`config.mk`:
```
export PLATFORM = sky130hd
export DESIGN_NAME = fifo_apb_master
export DESIGN_NICKNAME = d
export VERILOG_FILES = /design/src/rtl/fifo_apb_master.sv
export SDC_FILE = /design/constraint.sdc
export NUM_CORES = 1
export LEC_CHECK = 0
export CORE_ASPECT_RATIO = 0.7
export CORE_MARGIN = 4
export CORE_UTILIZATION = 40
export CTS_CLUSTER_DIAMETER = 200
export DETAILED_ROUTE_END_ITERATION = 6
export PLACE_DENSITY = 0.8
export RECOVER_POWER = 50
export REMOVE_ABC_BUFFERS = 1
export SYNTH_ARGS = -nofsm -noshare
export SYNTH_HDL_FRONTEND = slang
export SYNTH_SLANG_ARGS = --single-unit
```
`constraint.sdc`:
```
create_clock -name clk -period 1.7 [get_ports clk]
set_input_delay 0.51 -clock clk [delete_from_list [all_inputs] [get_ports clk]]
set_output_delay 0.51 -clock clk [all_outputs]
set_load 0.1 [all_outputs]
```
`src/rtl/fifo_apb_master.sv`:
```
// Command-FIFO driven APB3 master: pops one 64-bit command, runs one APB
// transfer (with PREADY timeout), pushes one 64-bit response.
module fifo_apb_master #(
  parameter int TIMEOUT   = 16,
  parameter int ERR_CNT_W = 8
) (
  input  logic                 clk,
  input  logic                 rst_n,
  input  logic                 fifo_empty,
  output logic                 fifo_rdata_en,
  input  logic [63:0]          fifo_rdata,
  input  logic                 resp_full,
  output logic [63:0]          resp_wdata,
  output logic                 resp_wdata_vld,
  output logic                 psel,
  output logic                 penable,
  output logic                 pwrite,
  output logic [31:0]          paddr,
  output logic [31:0]          pwdata,
  input  logic [31:0]          prdata,
  input  logic                 pready,
  input  logic                 pslverr,
  output logic                 busy,
  output logic [ERR_CNT_W-1:0] err_cnt
);

  typedef enum logic [2:0] {IDLE, LOAD, SETUP, ACCESS, RESP} state_t;

  localparam logic [7:0]           TMO_LAST = 8'(TIMEOUT - 1);
  localparam logic [ERR_CNT_W-1:0] ERR_ONE  = {{(ERR_CNT_W-1){1'b0}}, 1'b1};

  state_t      state;
  logic [7:0]  tmo_cnt;
  logic [31:0] rdata_q;
  logic        slverr_q;
  logic        tmo_q;

  // Command bit 1 is reserved and deliberately dropped.
  logic unused_rsvd;
  assign unused_rsvd = fifo_rdata[1];

  assign fifo_rdata_en  = (state == IDLE) && !fifo_empty;
  assign resp_wdata_vld = (state == RESP) && !resp_full;
  assign busy           = (state != IDLE);
  assign resp_wdata     = {rdata_q, 30'd0, tmo_q, slverr_q};

  // psel/penable are set one edge early so they are registered when the
  // FSM sits in SETUP/ACCESS.
  always_ff @(posedge clk or negedge rst_n) begin
    if (!rst_n) begin
      state    <= IDLE;
      psel     <= 1'b0;
      penable  <= 1'b0;
      pwrite   <= 1'b0;
      paddr    <= '0;
      pwdata   <= '0;
      tmo_cnt  <= '0;
      rdata_q  <= '0;
      slverr_q <= 1'b0;
      tmo_q    <= 1'b0;
      err_cnt  <= '0;
    end else begin
      case (state)
        IDLE: if (fifo_rdata_en) state <= LOAD;
        LOAD: begin
          paddr  <= {fifo_rdata[31:2], 2'b00};
          pwdata <= fifo_rdata[63:32];
          pwrite <= fifo_rdata[0];
          psel   <= 1'b1;
          state  <= SETUP;
        end
        SETUP: begin
          penable <= 1'b1;
          tmo_cnt <= '0;
          state   <= ACCESS;
        end
        ACCESS: begin
          tmo_cnt <= tmo_cnt + 8'd1;
          if (pready) begin
            rdata_q  <= pwrite ? 32'd0 : prdata;
            slverr_q <= pslverr;
            tmo_q    <= 1'b0;
            psel     <= 1'b0;
            penable  <= 1'b0;
            state    <= RESP;
          end else if (tmo_cnt == TMO_LAST) begin
            rdata_q  <= '0;
            slverr_q <= 1'b0;
            tmo_q    <= 1'b1;
            psel     <= 1'b0;
            penable  <= 1'b0;
            state    <= RESP;
          end
        end
        RESP: if (!resp_full) begin
          state <= IDLE;
          if ((slverr_q || tmo_q) && (err_cnt != '1)) err_cnt <= err_cnt + ERR_ONE;
        end
        default: state <= IDLE;
      endcase
    end
  end

endmodule

```
* After elaboration in Yosys (flattened, before gate mapping)
Cells that the tools add are included.
** Word-level totals
- Bits in registers :: 118
- Input bits :: 102
- Output and inout port bits :: 142
- Logic and storage cells :: 55
** Operators by class
- Add/sub/neg operators :: 2
- Equal/unequal tests :: 9
- Multiplexer cells :: 16
- Bitwise operators :: 1
- Reduce and logical (&&, ||, !) cells :: 16
** Operators with widths (number)
- 32-bit two-way mux :: 3
- 8-bit by 1-bit adder with 8-bit output, second input constant :: 2
- 8-bit case mux with 2 select lines :: 1
- 3-bit case mux with 5 select lines :: 1
- 3-bit two-way mux :: 4
- 8-bit by 4-bit == test with 1-bit output, second input constant :: 1
- 8-bit inequality test, second input constant :: 1
- 3-bit by 2-bit == test with 1-bit output, second input constant :: 2
- 2-bit AND reduction :: 3
- 3-bit AND reduction :: 2
- 2-bit nonzero test :: 3
- 1-bit two-way mux :: 5
- 2-bit inequality test, second input constant :: 2
- 1-bit case mux with 2 select lines :: 2
- 3-bit by 1-bit == test with 1-bit output, second input constant :: 1
- 3-bit == test, second input constant :: 1
- 1-bit logical AND :: 3
- 3-bit zero test :: 1
- 3-bit inequality test, second input constant :: 1
- 3-bit nonzero test :: 1
- 1-bit zero test :: 2
- 1-bit logical OR :: 1
- 1-bit NOT :: 1

* Depth between registers and ports, before layout
Gate-level depths: netlist (run 1).
- Word-level depth :: 4
- Mapped depth :: 6
- Gate-level depth less buffers :: 5

* Worst setup path after synthesis (run 1)
No wires, ideal clock.
- Path type :: register to output
- Start point :: register state[0]
- End point :: output port fifo_rdata_en
- Arrival :: 2.795 ns
- Slack :: -1.605 ns
- Stages on the path, launching flop included :: 4
- Buffers on the path :: 1
- Path through :: dfrtp_1 -> clkbuf_1 -> or3_1 -> nor2_1
** On the way
- Longest elaborated chain between the ends :: 2
** Ends and longest elaborated chain
- start: declaration :: line 32 : state_t state;
- start signal: assignment :: line 51 : state <= IDLE;
- start signal: assignment :: line 64 : IDLE: if (fifo_rdata_en) state <= LOAD;
- start signal: assignment :: line 70 : state <= SETUP;
- 3-bit zero test :: line 42 : assign fifo_rdata_en = (state == IDLE) && !fifo_empty;
- 1-bit logical AND :: line 42
- end: declaration :: line 10 : output logic fifo_rdata_en,
No other way between the ends.

* Worst setup path after layout (run 1)
Ends and elaborated chain as after synthesis.

==> results of run 1 <==
[through the flow]
stage	util [%]	hold slack (ns)
2_1_floorplan	-	0.2144
5_1_grt	74.14	0.5166
6_report	74.14	0.4947
3_5_place_dp	69.98	0.3620
3_3_place_gp	69.98	0.3614
4_1_cts	75.93	0.4812
[sequential cells by signal, summed over array words and instances (netlist names)]
name	cells
penable	1
pwdata	32
err_cnt	8
tmo_q	1
state	3
rdata_q	32
pwrite	1
paddr	30
psel	1
slverr_q	1
tmo_cnt	8
[metal layers]
metal | share of wire [%] | GRT usage, % | vias up
met1 | 38 | 22.58 | 1997
met3 | 7.4 | 7.966 | 21
li1 | - | - | 1710
met2 | 53 | 36.62 | 167
met5 | 0 | 0 | -
met4 | 1.5 | 6.999 | 0
[worst max-delay path: stages (launching register included)]
cell	delay (ns)
dfrtp_1	0.41
or3_4	0.42
nor2_4	0.12
buf_12	0.18
[final timing paths]
| check | from | end | slack, ns | cells past startpoint |
|---|---|---|---|---|
| worst max register to register | state[1] | rdata_q[31] | -0.13 | 7 |
| worst min-delay path | pwdata[6] | pwdata[6] | 0.49 | 1 |
| worst min register to register | pwdata[6] | pwdata[6] | 0.49 | 1 |
| worst max-delay path | state[0] | fifo_rdata_en | -0.34 | 3 |
| max in group asynchronous | rst_n | rdata_q[21] | 0.16 | 3 |
| min in group asynchronous | rst_n | paddr[4] | 0.65 | 2 |
[repair_timing]
item	4_1_cts	5_1_grt
endpoints found under the hold margin	9	0
endpoints found under the setup margin	12	94
resized for setup	16	16
setup buffers	3	5
pin swaps	2	9
hold buffers	1	0
gates cloned	0	6
[cell usage after synthesis (2+ instances only)]
| cell type | instances | area share, % |
|---|---|---|
| nor4_2 | 2 | 0.51 |
| buf_4 | 37 | 5.7 |
| nand2b_1 | 3 | 0.38 |
| nor2_2 | 2 | 0.26 |
| inv_1 | 5 | 0.38 |
| mux2i_1 | 3 | 0.61 |
| clkbuf_1 | 4 | 0.31 |
| o21ai_0 | 13 | 1.3 |
| nor2_1 | 11 | 0.84 |
| nand2_1 | 15 | 1.1 |
| nand3_1 | 5 | 0.51 |
| ha_1 | 2 | 0.51 |
| mux2_2 | 64 | 15 |
| mux2_1 | 6 | 1.4 |
| nor3_1 | 4 | 0.41 |
| dfrtp_1 | 118 | 60 |
| a22o_1 | 33 | 5.9 |
| a21oi_1 | 6 | 0.61 |
| buf_2 | 10 | 1.0 |
| a31oi_1 | 3 | 0.38 |
[cell type report]
| class | instances | area [µm²] | area share [%] |
|---|---|---|---|
| repair buffers | 245 | 3194 | 36.36 |
| flip-flops and latches | 118 | 2954 | 33.62 |
| multi-input cells | 219 | 1809 | 20.59 |
| clock buffers | 25 | 495.5 | 5.639 |
| well taps | 157 | 196.4 | 2.236 |
| clock inverters | 7 | 117.6 | 1.339 |
| inverters | 5 | 18.77 | 0.2136 |
[cells by family after synthesis]
family                   Yosys count  synth area share [%]
AO/OA/AOI/OAI                     60                 9.070
other                              1               0.07657
XOR/XNOR                           2                0.3578
AND/OR/NAND/NOR                   50                 5.595
flip-flops                       118                 60.30
adder cells (fa/ha/maj)            2                0.5109
buffers and inverters             56                 7.384
multiplexers                      73                 16.71
==> impl_metrics.env, run 1 <==
export IMPL_grt_pass1_vias=4218
export IMPL_cts_sinks=118
export IMPL_layout_commonest_cell="dfrtp_1"
export IMPL_crit_type="flip-flop to output port"
export IMPL_syn_to_final_growth_pct=79.41
export IMPL_cp_data_required_time_ns=1.19
export IMPL_ys_warn_count=0
export IMPL_viasPerCell=5.019
export IMPL_ctsLongestPathBuffers=2
export IMPL_clock_latency_ns=0.40
export IMPL_vias=3895
export IMPL_worstPathArrival_ns=1.53
export IMPL_worstPathMaxFanout=3
export IMPL_finalInstanceArea_um2=8786
export IMPL_dp_cells=730
export IMPL_cp_start_kind="flip-flop"
export IMPL_fin_crit_sh_pct=119.9
export IMPL_overflow=0
export IMPL_finalCriticalPeriod_ns=2.038
export IMPL_portBuffers=210
export IMPL_clkSlewWorstSetupHoldPaths_ns=0.06
export IMPL_cts_buffers=17
export IMPL_core_area_um2=11850
export IMPL_pre_cts_ws_ns=-0.5368
export IMPL_grt_max_degree=74
export IMPL_dp_hpwl_um=10630
export IMPL_num_rows=33
export IMPL_cts_tree="yes"
export IMPL_synthArstFlopShare_pct=100.0
export IMPL_yosysSeqAreaShare_pct=60.30
export IMPL_violations="setup timing"
export IMPL_drcViolationCount=0
export IMPL_drv_cap=0
export IMPL_avgRoutedWirePerCell_um=19.99
export IMPL_status="finished, violations left"
export IMPL_netlist_area_um2=4897
export IMPL_max_freq_mhz=490.6
export IMPL_synthCells=362
export IMPL_filler_cell_count=741
export IMPL_finalHoldViolCount=0
export IMPL_drtPass1Iterations=4
export IMPL_dieArea_um2=14110
export IMPL_ys_flop_type="dfrtp_1"
export IMPL_place_area_um2=8293
export IMPL_layout_cells_non_filler=776
export IMPL_drt_iter0_markers=132
export IMPL_grt_use_total_pct=20.52
export IMPL_clock_skew_ns=0.009231
export IMPL_drive_gt1_share_pct=41.03
export IMPL_finalSetupViolCount=35
export IMPL_mostFrequentLayoutCells="117 x dfrtp_1, 98 x clkdlybuf4s50_1, 81 x buf_12, 61 x mux2_2, 34 x clkbuf_4"
export IMPL_synth_edf_count=0
export IMPL_diodes=0
export IMPL_place_gp_congestion=0.7474
export IMPL_syn_area_per_cell_um2=13.53
export IMPL_ant_nets=0
export IMPL_num_nets_final=710
export IMPL_slew_headroom_pct=58.38
export IMPL_fp_dieH_um=100.6
export IMPL_hp_class="flip-flop to flip-flop"
export IMPL_drv_slew=0
export IMPL_antenna_found_initial=0
export IMPL_die_w_um=140.3
export IMPL_cts_root_buf="clkbuf_16"
export IMPL_synth_seq_cells=118
export IMPL_worst_slack_ns=-0.3382
export IMPL_rsz0062_at_grt="true"
export IMPL_htree_levels=4
export IMPL_pin_count=244
export IMPL_fin_setup_tns_ns=-4.532
export IMPL_worst_pin_slew_ns=0.6243
export IMPL_yosys_cell_types_count=36
export IMPL_routed_wl_um=15510
export IMPL_start_util_pct=41.33
export IMPL_crit_path_end_kind="output port"
export IMPL_grt_first_pass_wirelength_um=22740
Power of run 1 is left out: the tool's default activity adds up to more than one toggle a clock period on the data nets, which glitch-free logic cannot reach.
==> inputs of run 2 (changes only) <==
--- a/config.mk
+++ b/config.mk
@@ -10,9 +10,10 @@
 export CORE_UTILIZATION = 40
 export CTS_CLUSTER_DIAMETER = 200
 export DETAILED_ROUTE_END_ITERATION = 6
-export PLACE_DENSITY = 0.8
+export PLACE_DENSITY_LB_ADDON = 0.3
 export RECOVER_POWER = 50
 export REMOVE_ABC_BUFFERS = 1
+export SETUP_SLACK_MARGIN = 0.5
 export SYNTH_ARGS = -nofsm -noshare
 export SYNTH_HDL_FRONTEND = slang
 export SYNTH_SLANG_ARGS = --single-unit
==> run 2 against run 1 <==
  * The run still ends with setup timing left
  * First-iteration DRC count up 58%
  * Wire length up 35%
  * Non-clock buffer count up 97
  * Maximum frequency down 0.94%
  * Final area up 21%
  * Via count up 15%
  * Flip-flop and latch count unchanged
  * Utilization up 15 points
  * Die area unchanged
  * Worst hold slack better by 0.014 ns
  * Critical path type unchanged
  * Critical endpoint is now resp_wdata_vld
  * Highest routed layer unchanged
==> impl_metrics.env, run 2 (synthesis gave the netlist of run 1 again) <==
export IMPL_crit_slowest_cell="dfrtp_2"
export IMPL_violations="setup timing"
export IMPL_status="finished, violations left"
export IMPL_max_stage_delay_ns=0.42
export IMPL_grt_pass1_vias=4832
export IMPL_r2r_slack_ns=-0.17
export IMPL_layout_cells_non_filler=874
export IMPL_clock_latency_ns=0.40
export IMPL_num_nets_final=808
export IMPL_worst_r2r_cell_count=10
export IMPL_pre_cts_ws_ns=-0.4945
export IMPL_drive_gt1_share_pct=55.51
export IMPL_drcViolationCount=0
export IMPL_cts_tree="yes"
export IMPL_antenna_found_initial=0
export IMPL_r2r_end="paddr[10]"
export IMPL_dp_hpwl_um=10890
export IMPL_ant_nets=0
export IMPL_fp_dieH_um=100.6
export IMPL_viasPerCell=5.117
export IMPL_syn_to_final_growth_pct=116.5
export IMPL_cts_buffers=17
export IMPL_finalCriticalPeriod_ns=2.058
export IMPL_reg_largest_list="pwdata (32), rdata_q (32), paddr (30)"
export IMPL_critPathLaunch="state[0]"
export IMPL_hp_class="input port to async pin"
export IMPL_dp_cells=732
export IMPL_vias=4472
export IMPL_pin_count=244
export IMPL_portBuffers=210
export IMPL_mostFrequentLayoutCells="117 x buf_12, 105 x dfrtp_1, 98 x clkdlybuf4s50_1, 85 x buf_4, 49 x mux2_4"
export IMPL_clock_skew_ns=0.01239
export IMPL_place_gp_congestion=0.8243
export IMPL_avgRoutedWirePerCell_um=23.97
export IMPL_diodes=0
export IMPL_crit_path_end_kind="output port"
export IMPL_drtPass1Iterations=4
export IMPL_crit_type="flip-flop to output port"
export IMPL_ctsLongestPathBuffers=2
export IMPL_die_w_um=140.3
export IMPL_worstPathArrival_ns=1.55
export IMPL_grt_use_total_pct=26.90
export IMPL_layout_commonest_cell="buf_12"
export IMPL_grt_max_degree=45
export IMPL_drv_cap=0
export IMPL_start_util_pct=41.33
export IMPL_r2r_start="state[0]"
export IMPL_overflow=0
export IMPL_worst_slack_ns=-0.3575
export IMPL_routed_wl_um=20950
export IMPL_finalSetupViolCount=105
export IMPL_rsz0062_at_grt="true"
export IMPL_slew_headroom_pct=53.89
export IMPL_cp_data_required_time_ns=1.19
export IMPL_finalHoldViolCount=0
export IMPL_clkSlewWorstSetupHoldPaths_ns=0.06
export IMPL_htree_levels=4
export IMPL_max_freq_mhz=486.0
export IMPL_cts_root_buf="clkbuf_16"
export IMPL_grt_first_pass_wirelength_um=28660
export IMPL_worstPathMaxFanout=2
export IMPL_fin_crit_sh_pct=121.0
export IMPL_drt_iter0_markers=209
export IMPL_worstPathCellList="buf_6, nor4b_4, buf_4, buf_12"
export IMPL_dieArea_um2=14110
export IMPL_cp_start_kind="flip-flop"
export IMPL_cts_sinks=118
export IMPL_core_area_um2=11850
export IMPL_worst_pin_slew_ns=0.6916
export IMPL_drv_slew=0
export IMPL_num_rows=33
run 2: changes by cell type in the layout (fill, tap and decap cells not counted), sizes merged:
cell / delta
buf: +132
clkbuf: -40
clkinv: +5
bufinv: +2
clkinvlp: -2
nand2b: +1
run 2: what timing repair did:
action	in CTS	in global routing
buffers inserted	57	38
pin swaps	32	38
hold buffers	1	0
gates resized for setup	137	30
gates cloned	11	3
hold endpoints to repair	3	0
endpoints found under the setup margin	228	228
run 2: cell type report:
class                           count  area, µm²
Clock inverter                     12      198.9
Fill cell                         443       1246
Clock buffer                       20      456.7
Tap cell                          157      196.4
Sequential cell                   118       2969
Timing Repair Buffer              342       4622
Multi-Input combinational cell    220       2130
Inverter                            5      31.28
run 2: layer usage:
layer	share of wire (%)	track usage, %
met2	51	46.88
met1	38	30.19
met3	8.7	11.28
met5	0	0
met4	1.8	8.637
run 2: worst max path at each step:
stage	to
floorplan	fifo_rdata_en
global placement	err_cnt[7]
detailed placement	err_cnt[7]
CTS	fifo_rdata_en
global route	resp_wdata_vld
finish	resp_wdata_vld
run 2: metrics by stage:
stage / cell area (µm²) / hold slack [ns] / TNS (ns) / utilization [%]
after floorplan: 4671 / 0.2144 / -85.99 / -
after global placement: 8320 / 0.3343 / -4.582 / 70.21
after detailed placement: 8320 / 0.3348 / -5.533 / 70.21
after CTS: 10170 / 0.4598 / -4.674 / 85.82
after global routing: 10600 / 0.5278 / -15.91 / 89.48
final: 10600 / 0.5088 / -11.79 / 89.48
run 2: worst max-delay path, delay by kind of cell, from the launching register on:
family | cells | cell delay (ns)
simple gates | 1 | 0.27
flops | 1 | 0.42
buf+inv | 3 | 0.46
Power of run 2 is left out for the same reason.
==> inputs of run 3 (changes only) <==
--- a/config.mk
+++ b/config.mk
@@ -5,6 +5,7 @@
 export SDC_FILE = /design/constraint.sdc
 export NUM_CORES = 1
 export LEC_CHECK = 0
+export CAP_MARGIN = 20
 export CORE_ASPECT_RATIO = 0.7
 export CORE_MARGIN = 4
 export CORE_UTILIZATION = 40
==> results of run 3 <==
Final layout, timing and power as in run 2 (identical DEF).
Power of run 3 is left out for the same reason.
